$ cat src/rtl/pool_2_reader_pkg.sv
// Shared definitions for the pool-2 drain reader: FSM encoding, FIFO depth and
// derived counter widths.
package pool_2_reader_pkg;

  typedef enum logic [1:0] {
    StIdle,
    StRun,
    StDrain,
    StDone
  } state_e;

  localparam int unsigned FifoDepth = 4;

  // Ceiling log2, never below 1 so that a counter always has at least one bit.
  function automatic int unsigned clog2(input int unsigned value);
    int unsigned result;
    int unsigned v;
    result = 0;
    v = (value > 1) ? value - 1 : 0;
    while (v > 0) begin
      result++;
      v = v >> 1;
    end
    return (result == 0) ? 1 : result;
  endfunction

  // Credit and occupancy must represent 0..FifoDepth inclusive.
  localparam int unsigned CreditWidth = clog2(FifoDepth + 1);
  localparam int unsigned PtrWidth    = clog2(FifoDepth);

endpackage

$ cat src/rtl/pool_2_reader_if.sv
// Port-b RAM read channel plus the tagged pixel output stream of the pool-2
// reader. The reader drives through master; RAM and downstream sit on slave.
interface pool_2_reader_if #(
  parameter int unsigned DATA_WIDTH    = 16,
  parameter int unsigned ADDR_WIDTH    = 9,
  parameter int unsigned MAP_SEL_WIDTH = 2,
  parameter int unsigned POS_WIDTH     = 3
);

  logic                     rden;
  logic [ADDR_WIDTH-1:0]    rd_addr;
  logic [DATA_WIDTH-1:0]    q;
  logic [DATA_WIDTH-1:0]    out_data;
  logic                     out_valid;
  logic                     out_ready;
  logic [MAP_SEL_WIDTH-1:0] out_map;
  logic [POS_WIDTH-1:0]     out_row;
  logic [POS_WIDTH-1:0]     out_col;
  logic                     out_last_map;
  logic                     out_last;

  modport master (
    output rden, rd_addr, out_data, out_valid, out_map, out_row, out_col,
           out_last_map, out_last,
    input  q, out_ready
  );

  modport slave (
    input  rden, rd_addr, out_data, out_valid, out_map, out_row, out_col,
           out_last_map, out_last,
    output q, out_ready
  );

endinterface

$ cat src/rtl/pool_2_reader_sync_fifo_4.sv
// Four-entry synchronous FIFO with a show-ahead head, used to absorb the RAM
// read latency while the output stream is stalled.
module pool_2_reader_sync_fifo_4
  import pool_2_reader_pkg::*;
#(
  parameter int unsigned Width = 32
) (
  input  logic             clk_i,
  input  logic             rst_i,
  input  logic             push_i,
  input  logic [Width-1:0] wdata_i,
  input  logic             pop_i,
  output logic [Width-1:0] rdata_o,
  output logic             full_o,
  output logic             empty_o
);

  logic [Width-1:0]       mem_q [FifoDepth];
  logic [PtrWidth-1:0]    wptr_q;
  logic [PtrWidth-1:0]    rptr_q;
  logic [CreditWidth-1:0] count_q;
  logic                   do_push;
  logic                   do_pop;

  // A push into a full FIFO is accepted only when the head leaves in the same cycle.
  assign do_pop  = pop_i && !empty_o;
  assign do_push = push_i && (!full_o || do_pop);

  always_ff @(posedge clk_i) begin
    if (rst_i) begin
      for (int i = 0; i < int'(FifoDepth); i++) begin
        mem_q[i] <= '0;
      end
      wptr_q  <= '0;
      rptr_q  <= '0;
      count_q <= '0;
    end else begin
      if (do_push) begin
        mem_q[wptr_q] <= wdata_i;
        wptr_q        <= wptr_q + PtrWidth'(1);
      end
      if (do_pop) begin
        rptr_q <= rptr_q + PtrWidth'(1);
      end
      count_q <= count_q + CreditWidth'(do_push) - CreditWidth'(do_pop);
    end
  end

  assign rdata_o = mem_q[rptr_q];
  assign full_o  = (count_q == CreditWidth'(FifoDepth));
  assign empty_o = (count_q == '0);

endmodule

$ cat src/rtl/pool_2_reader.sv
// Streams NUM_MAPS pooled WxW maps out of the shared RAM via port b, tagging each
// pixel with map/row/col; a credit counter bounds outstanding reads to the FIFO depth.
module pool_2_reader
  import pool_2_reader_pkg::*;
#(
  parameter int unsigned DATA_WIDTH    = 16,
  parameter int unsigned MAP_WIDTH     = 6,
  parameter int unsigned NUM_MAPS      = 1,
  parameter int unsigned ADDR_WIDTH    = 9,
  parameter int unsigned MAP_SEL_WIDTH = 2,
  parameter int unsigned POS_WIDTH     = 3
) (
  input  logic             clk,
  input  logic             reset,
  input  logic             start,
  output logic             busy,
  output logic             done,
  pool_2_reader_if.master  bus
);

  typedef struct packed {
    logic [MAP_SEL_WIDTH-1:0] map;
    logic [POS_WIDTH-1:0]     row;
    logic [POS_WIDTH-1:0]     col;
    logic                     last_map;
    logic                     last;
  } tag_t;

  localparam int unsigned EntryWidth = DATA_WIDTH + $bits(tag_t);

  state_e                   state_q;
  logic [CreditWidth-1:0]   credit_q;
  logic [ADDR_WIDTH-1:0]    addr_q;
  logic [MAP_SEL_WIDTH-1:0] map_q;
  logic [POS_WIDTH-1:0]     row_q;
  logic [POS_WIDTH-1:0]     col_q;
  logic                     rden_q;
  logic [ADDR_WIDTH-1:0]    rd_addr_q;
  tag_t                     rd_tag_q;
  logic                     pipe_valid_q;
  tag_t                     pipe_tag_q;
  logic                     busy_q;
  logic                     done_q;

  tag_t                     cur_tag;
  logic                     issue;
  logic                     pop;
  logic [EntryWidth-1:0]    fifo_rdata;
  logic                     fifo_full;
  logic                     fifo_empty;
  logic                     fifo_valid;
  logic [DATA_WIDTH-1:0]    head_data;
  tag_t                     head_tag;

  always_comb begin
    cur_tag          = '0;
    cur_tag.map      = map_q;
    cur_tag.row      = row_q;
    cur_tag.col      = col_q;
    cur_tag.last_map = (row_q == POS_WIDTH'(MAP_WIDTH - 1)) &&
                       (col_q == POS_WIDTH'(MAP_WIDTH - 1));
    cur_tag.last     = cur_tag.last_map && (map_q == MAP_SEL_WIDTH'(NUM_MAPS - 1));
  end

  // The read leaves the rden register one cycle after this decision, so the
  // accepting start cycle already commits the read that appears in the first RUN cycle.
  always_comb begin
    issue = 1'b0;
    case (state_q)
      StIdle:  issue = start;
      StRun:   issue = (credit_q != '0) && !fifo_full;
      default: issue = 1'b0;
    endcase
  end

  assign fifo_valid = !fifo_empty;
  assign pop        = fifo_valid && bus.out_ready;
  assign {head_data, head_tag} = fifo_rdata;

  always_ff @(posedge clk) begin
    if (reset) begin
      state_q      <= StIdle;
      credit_q     <= CreditWidth'(FifoDepth);
      addr_q       <= '0;
      map_q        <= '0;
      row_q        <= '0;
      col_q        <= '0;
      rden_q       <= 1'b0;
      rd_addr_q    <= '0;
      rd_tag_q     <= '0;
      pipe_valid_q <= 1'b0;
      pipe_tag_q   <= '0;
      busy_q       <= 1'b0;
      done_q       <= 1'b0;
    end else begin
      rden_q       <= issue;
      done_q       <= 1'b0;
      pipe_valid_q <= rden_q;
      pipe_tag_q   <= rd_tag_q;

      if (issue) begin
        rd_addr_q <= addr_q;
        rd_tag_q  <= cur_tag;
        if (cur_tag.last) begin
          addr_q <= '0;
          map_q  <= '0;
          row_q  <= '0;
          col_q  <= '0;
        end else begin
          addr_q <= addr_q + ADDR_WIDTH'(1);
          if (col_q == POS_WIDTH'(MAP_WIDTH - 1)) begin
            col_q <= '0;
            if (row_q == POS_WIDTH'(MAP_WIDTH - 1)) begin
              row_q <= '0;
              map_q <= map_q + MAP_SEL_WIDTH'(1);
            end else begin
              row_q <= row_q + POS_WIDTH'(1);
            end
          end else begin
            col_q <= col_q + POS_WIDTH'(1);
          end
        end
      end

      if (state_q == StIdle) begin
        credit_q <= CreditWidth'(FifoDepth) - CreditWidth'(issue);
      end else begin
        credit_q <= credit_q + CreditWidth'(pop) - CreditWidth'(issue);
      end

      case (state_q)
        StIdle: begin
          if (start) begin
            state_q <= cur_tag.last ? StDrain : StRun;
            busy_q  <= 1'b1;
          end
        end
        StRun: begin
          if (issue && cur_tag.last) begin
            state_q <= StDrain;
          end
        end
        StDrain: begin
          if (pop && head_tag.last) begin
            state_q <= StDone;
            done_q  <= 1'b1;
          end
        end
        StDone: begin
          state_q <= StIdle;
          busy_q  <= 1'b0;
        end
        default: state_q <= StIdle;
      endcase
    end
  end

  pool_2_reader_sync_fifo_4 #(
    .Width (EntryWidth)
  ) u_fifo (
    .clk_i   (clk),
    .rst_i   (reset),
    .push_i  (pipe_valid_q),
    .wdata_i ({bus.q, pipe_tag_q}),
    .pop_i   (pop),
    .rdata_o (fifo_rdata),
    .full_o  (fifo_full),
    .empty_o (fifo_empty)
  );

  assign busy             = busy_q;
  assign done             = done_q;
  assign bus.rden         = rden_q;
  assign bus.rd_addr      = rd_addr_q;
  assign bus.out_valid    = fifo_valid;
  assign bus.out_data     = fifo_valid ? head_data : '0;
  assign bus.out_map      = fifo_valid ? head_tag.map : '0;
  assign bus.out_row      = fifo_valid ? head_tag.row : '0;
  assign bus.out_col      = fifo_valid ? head_tag.col : '0;
  assign bus.out_last_map = fifo_valid && head_tag.last_map;
  assign bus.out_last     = fifo_valid && head_tag.last;

endmodule

$ cat src/flat_wrapper.sv
// flat-port wrapper written by rule: the top's interface ports become plain ports
module pool_2_reader_flat import pool_2_reader_pkg::*;
#(
  parameter int unsigned DATA_WIDTH    = 16,
  parameter int unsigned MAP_WIDTH     = 6,
  parameter int unsigned NUM_MAPS      = 1,
  parameter int unsigned ADDR_WIDTH    = 9,
  parameter int unsigned MAP_SEL_WIDTH = 2,
  parameter int unsigned POS_WIDTH     = 3
)
  (clk, reset, start, busy, done, bus_rden, bus_rd_addr, bus_out_data, bus_out_valid, bus_out_map, bus_out_row, bus_out_col, bus_out_last_map, bus_out_last, bus_q, bus_out_ready);
  pool_2_reader_if #(.DATA_WIDTH(DATA_WIDTH), .ADDR_WIDTH(ADDR_WIDTH), .MAP_SEL_WIDTH(MAP_SEL_WIDTH), .POS_WIDTH(POS_WIDTH)) bus_i ();
  input  logic clk;
  input  logic reset;
  input  logic start;
  output logic busy;
  output logic done;
  output wire logic [$bits(bus_i.rden)-1:0] bus_rden;
  output wire logic [$bits(bus_i.rd_addr)-1:0] bus_rd_addr;
  output wire logic [$bits(bus_i.out_data)-1:0] bus_out_data;
  output wire logic [$bits(bus_i.out_valid)-1:0] bus_out_valid;
  output wire logic [$bits(bus_i.out_map)-1:0] bus_out_map;
  output wire logic [$bits(bus_i.out_row)-1:0] bus_out_row;
  output wire logic [$bits(bus_i.out_col)-1:0] bus_out_col;
  output wire logic [$bits(bus_i.out_last_map)-1:0] bus_out_last_map;
  output wire logic [$bits(bus_i.out_last)-1:0] bus_out_last;
  input wire logic [$bits(bus_i.q)-1:0] bus_q;
  input wire logic [$bits(bus_i.out_ready)-1:0] bus_out_ready;
  assign bus_rden = bus_i.rden;
  assign bus_rd_addr = bus_i.rd_addr;
  assign bus_out_data = bus_i.out_data;
  assign bus_out_valid = bus_i.out_valid;
  assign bus_out_map = bus_i.out_map;
  assign bus_out_row = bus_i.out_row;
  assign bus_out_col = bus_i.out_col;
  assign bus_out_last_map = bus_i.out_last_map;
  assign bus_out_last = bus_i.out_last;
  assign bus_i.q = bus_q;
  assign bus_i.out_ready = bus_out_ready;
  pool_2_reader #(.DATA_WIDTH(DATA_WIDTH), .MAP_WIDTH(MAP_WIDTH), .NUM_MAPS(NUM_MAPS), .ADDR_WIDTH(ADDR_WIDTH), .MAP_SEL_WIDTH(MAP_SEL_WIDTH), .POS_WIDTH(POS_WIDTH)) u_core (.clk(clk), .reset(reset), .start(start), .busy(busy), .done(done), .bus(bus_i));
endmodule
$ cat config.mk
export PLATFORM = sky130hd
export DESIGN_NAME = pool_2_reader_flat
export DESIGN_NICKNAME = d
export VERILOG_FILES = /design/src/rtl/pool_2_reader_pkg.sv /design/src/rtl/pool_2_reader_if.sv /design/src/rtl/pool_2_reader_sync_fifo_4.sv /design/src/rtl/pool_2_reader.sv /design/src/flat_wrapper.sv
export SDC_FILE = /design/constraint.sdc
export NUM_CORES = 1
export LEC_CHECK = 0
export BUFFER_PORTS_ARGS = -buffer_cell sky130_fd_sc_hd__buf_2
export CAP_MARGIN = 20
export CORE_UTILIZATION = 42
export DETAILED_ROUTE_END_ITERATION = 12
export PLACE_DENSITY = 0.59
export SYNTH_ARGS = -nofsm -noshare
export SYNTH_HDL_FRONTEND = slang
export SYNTH_HIERARCHICAL = 1
export SYNTH_SLANG_ARGS = --single-unit
$ cat constraint.sdc
create_clock -name clk -period 8.7 [get_ports clk]
set_input_delay 1.74 -clock clk [delete_from_list [all_inputs] [get_ports clk]]
set_output_delay 1.74 -clock clk [all_outputs]
set_load 0.01 [all_outputs]
Word level (Yosys, flattened, before mapping)
Memory sizes are Yosys's and may differ from the RTL's. A register that Yosys moved wholly into a read port is not among the register bits.
Index checks and enable logic that the tools add are counted.
W data, S select, Z words.
{"block": "op_classes", "shift": 0, "mul": 0, "div": 0, "bitwise": 1, "addsub": 11, "magnitude_cmp": 0, "n_reduce_logical": 26, "eq_ne": 9, "n_mux": 33}
{"op": "$mux W26", "n": 1}
{"op": "$reduce_or A26 Y1", "n": 1}
{"op": "$mux W3", "n": 8}
{"op": "$mux W2", "n": 11}
{"op": "$mux W16", "n": 1}
{"op": "$logic_and A1 B1 Y1", "n": 10}
{"op": "$add A9 B1 Y9 const B", "n": 1}
{"op": "$eq A3 B3 Y1 const B", "n": 3}
{"op": "$mux W9", "n": 1}
{"op": "$mux W1", "n": 8}
{"op": "$pmux W2 S4", "n": 1}
{"op": "$add A2 B1 Y2 const B", "n": 3}
{"op": "$add A3 B1 Y3", "n": 2}
{"op": "$add A3 B1 Y3 const B", "n": 2}
{"op": "$reduce_and A3 Y1", "n": 2}
{"op": "$reduce_bool A2 Y1", "n": 3}
{"op": "$sub A3 B1 Y3", "n": 2}
{"op": "$eq A2 B2 Y1 const B", "n": 2}
{"op": "$logic_not A2 Y1", "n": 2}
{"op": "$ne A2 B1 Y1 const B", "n": 2}
{"op": "$pmux W1 S2", "n": 2}
{"op": "$reduce_and A2 Y1", "n": 2}
{"op": "$logic_not A3 Y1", "n": 1}
{"op": "$reduce_bool A3 Y1", "n": 1}
{"op": "other kinds (7)", "n": 8}
{"block": "totals", "reg_bits": 62, "ramBits": 104, "latch_bits": 0, "memories": 1, "romBits": 0, "word_cells": 105, "inputBits": 20}
{"memory": "u_core.u_fifo.mem_q", "depth": 4, "word_bits": 26, "read_ports": 1, "rd_clocked_by_memory_dff": 1, "write_ports": 4, "line": "pool_2_reader_sync_fifo_4.sv:18", "rtl": "logic [Width-1:0] mem_q [FifoDepth];"}

Logic depth before layout (Yosys ltp)
{"block": "depth", "depth_word": 11, "mapped_depth": 15, "mapped_depth_nobuf": 13}

Cells and area by module
Netlist, hierarchy kept.
{"mod": "pool_2_reader_sync_fifo_4", "area_per_inst_um2": 5026.1, "cells_each": 298, "instances": 1}
{"mod": "pool_2_reader", "area_per_inst_um2": 2407.3, "cells_each": 274, "instances": 1}

Worst setup path before layout
OpenSTA, ideal clock, no wires.
{"block": "synth_timing", "kind": "input-to-reg", "startpoint": "input bus_out_ready", "endpoint": "memory u_core/u_fifo/mem_q[2][0] (netlist name) (enable)", "stages": 5, "path_buffers": 0, "setup_slack_ns": 4.029, "arrival_time_ns": 4.226, "t_required_ns": 8.255, "cell_sequence": "nand2_1 inv_1 nor4b_4 or2b_2 o21ai_0"}
{"item": "from (decl)", "line": "flat_wrapper.sv:28", "rtl": "input wire logic [$bits(bus_i.out_ready)-1:0] bus_out_ready;"}
{"item": "to (decl)", "line": "pool_2_reader_sync_fifo_4.sv:18"}

Final worst setup path
{"block": "layout_timing", "startpoint": "input start", "endpoint": "register u_core.credit_q[2]"}
{"block": "layout_between", "elab_chain_cells": 3, "word_cells_on_any_way": 4}
{"item": "from (decl)", "line": "flat_wrapper.sv:15", "rtl": "input logic start;"}
{"item": "$pmux W1 S2 (*)", "line": "pool_2_reader.sv:69", "rtl": "case (state_q)"}
{"item": "$sub A3 B1 Y3, on equally long branches", "line": "pool_2_reader.sv:128, pool_2_reader.sv:126"}
{"item": "$mux W3 (*)", "line": "pool_2_reader.sv:125", "rtl": "if (state_q == StIdle) begin"}
{"item": "to (signal assigned)", "line": "pool_2_reader.sv:83", "rtl": "credit_q <= CreditWidth'(FifoDepth);"}
{"item": "to (signal assigned)", "line": "pool_2_reader.sv:126", "rtl": "credit_q <= CreditWidth'(FifoDepth) - CreditWidth'(issue);"}
{"item": "to (signal assigned)", "line": "pool_2_reader.sv:128", "rtl": "credit_q <= credit_q + CreditWidth'(pop) - CreditWidth'(issue);"}
{"item": "to (decl)", "line": "pool_2_reader.sv:32", "rtl": "logic [CreditWidth-1:0] credit_q;"}
Mark *: on every way between the ends. The rest lies on a longest branch, timed or not.
A chain may end at the register's enable or synchronous reset.

==> reports/qor.txt <==
Req. time, crit path: 9000 ps
Cts-stage hold buffer count: 0
Register clock-pin slew on the reported worst setup and hold paths: 60 ps
Critical path capture point type: flop
Core ar.: 17,300 um^2
CTS buffer count: 17
Data arrival, critical path: 4760 ps
Transition at the pin with the smallest max-transition slack: 1006 ps
Total of cells resized after clock tree synthesis: 0
Top cells by area, synth: edfxtp_1, dfxtp_1, mux4_2, and2_1, nor2b_1
Starting utilization of the core area: 42.98%
Mapped Avg Cell Area: 13.00 um^2
Warnings from Yosys: 6
Setup repair after global routing missed its margin: no
CTS H-tree lvls: 4
Vias in the first global route: 4,494
Remaining antenna violation count: 0
Die Y-Extent: 135.0 um
Clock tree root buffer cell: clkbuf_16
Count of routing violations after the opening detailed-route iteration: 176
Time the final worst path needs with I/O delays and setup: 4464 ps
Number of remaining DRC errors: 0
Buffers on Ports: 58
Total number of vias: 4,418
Count of filler cells inserted in the layout: 1,554
Switching part of the total power: 26.66%
Overflow left after global routing: 0
Synthesis-to-finish area growth: 14.68%
Std-Cell Rows: 48
Fraction of layout cells with a size suffix above 1: 23.68%
Final worst path period share: 51.31%
Register bit total from synthesis: 168
Yosys top cell by area: edfxtp_1
Type of the most critical hold path: reg -> reg
Clock network power share: 35.7%
Area of the mapped netlist: 7433 um^2
Placed wire-length estimate after detailed placement: 8466 um
Proportion of synthesized flip-flops having asynchronous set or reset: 0%
Fin util: 49.28%
TritonCTS clock tree: done
Cell internal pwr: 1568 uW
Pre-antenna DRT Iters: 4
Post-Syn Instances: 572
Number of nets in the final layout: 661
Count of boundary I/O pins: 59
Setup bufs post-CTS: 0
Cell area power density: 250.9 nW/um^2
Register share of total power: 45.5%
Die area: 18,230 um^2
Wire length of the first global-routing pass: 23,330 um
Final Skew: 9.427 ps
Final GP Congestion: 0.7451
# setup viols final: 0
Register area share after synthesis: 59.25%
Number of maximum-capacitance violations: 0
Clock sink count: 168
Clock latency on the worst-skew pair: 420 ps
Static leakage: 0.003225 uW
Number of antenna violations at the first check in global routing: 0
Type of the worst setup path: in -> reg
Post-synth EDFFs: 104
Routed len/inst: 16.73 um
Clk buf depth: 2
Overall routing resource usage: 17.04%
Hold slack final: 446.6 ps
Die width: 135.0 um
IR Drop Worst-Case VDD: 0.0001923 V
Number of distinct standard cells referenced by the synthesized netlist: 53
Worst slew margin relative to its limit: 32.69%
Maximum number of pins on one net before global-route repair: 54
Most frequently used flop master after synthesis: edfxtp_1
Run status: complete, no violations
Final setup TNS: 0 ps
Power share of the combinational group: 18.8%
Number of max-slew violations in the final report: 0
Footprint of the multi-input gates: 2784 um^2
List of most frequent post-synthesis cells: edfxtp_1, and2_1, dfxtp_1, nor2b_1, nand2_1
Per-cell via count in the routed design: 5.096
Total nets after synthesis: 603
Kind of start point of the critical path: primary input
Most frequent cell after synthesis: edfxtp_1
Reg area: 4405 um^2
Tot Pwr: 2139 uW
Area share of the largest cell type after synthesis: 42.01%
Top fanout value on the critical path: 50
Switching Power: 570.3 uW
Max Clk Rate: 224.0 MHz
Number of hold-slack violations in the final timing report: 0
Total length of routed wires: 14,500 um
# diodes: 0
-- registers in the layout (all words and copies together) (netlist names), 3 cells and up, named ones only --
register,count
u_core/addr_q,9
u_core/bus.rd_addr,9
u_core/col_q,3
u_core/credit_q,3
u_core/pipe_tag_q,10
u_core/rd_tag_q,10
u_core/row_q,3
u_core/u_fifo/count_q,3
u_core/u_fifo/mem_q,104
-- critical path, stage by stage --
cell and delay [ps]:
buf_2 100, nand2_1 70, o21a_2 730, inv_1 580
ha_1 450, inv_1 40, ha_1 180, fa_1 380
xnor2_1 150, xnor2_1 130, mux2i_1 140, nand2_1 80
-- power by group through the flow --
stage	Clock (uW)	Sequential, uW	Combinational [uW]
final	763	973	403
after global routing	813	984	448
after CTS	778	985	397
after detailed placement	0	1000	396
after global placement	0	997	385
after floorplan	0	978	300
-- per-layer routing --
layer  vias up  GRT usage, %  share of wire [%]
li1       2144             -                  -
met1      2176         21.75                 46
met2        90         28.92                 49
met3         8         4.092                4.3
met4         0         4.682               0.90
met5         -             0                  0
-- final timing paths --
path                                         start                  to  slack, ps  cells after the start
worst min register to register  u_core/rd_tag_q[1]  u_core/rd_tag_q[1]        450                      2
worst min-delay path            u_core/rd_tag_q[1]  u_core/rd_tag_q[1]        450                      2
worst max register to register   u_core/state_q[0]  u_core/credit_q[2]       4830                     13
worst max-delay path                         start  u_core/credit_q[2]       4240                     12
-- cell families after synthesis --
logic type                 count (synthesis)  synth area share (%)
muxes                                     31                 8.584
buffers and inverters                     50                 3.602
adders and majority gates                 11                 2.054
DFF                                      168                 59.25
AOI/OAI and AO/OA                         65                 5.504
xor gates and xnor gates                   6                0.7071
and+or+nand+nor                          241                 20.30
-- layout by cell type (no fill, tap or decap), drive strengths merged, types with 5 or more instances in the layout --
cell / instances
dfxtp: 64
ha: 9
o22a: 7
a21oi: 30
nor3: 5
or4: 6
mux4: 26
o31ai: 10
buf: 69
nand3: 6
nor2b: 40
clkbuf: 21
edfxtp: 104
nand4: 6
nand2: 35
and2: 105
inv: 20
o21ai: 8
nor2: 15
-- area by class of cell --
cell class	count	area share [%]
clock inverters	10	1.791
flip-flops and latches	168	51.68
multi-input cells	354	32.66
repair buffers	69	4.521
inverters	20	0.8807
well taps	225	3.303
clock buffers	21	5.167
-- per-stage QoR --
stage	std cells	cell area (um^2)	setup slack, ps
2_1_floorplan	572	7433	4029
5_1_grt	867	8524	4065
4_1_cts	866	8504	4249
3_3_place_gp	835	7911	3925
3_5_place_dp	835	7911	3808
6_report	867	8524	4236
Power figures use the tool's default switching activity.
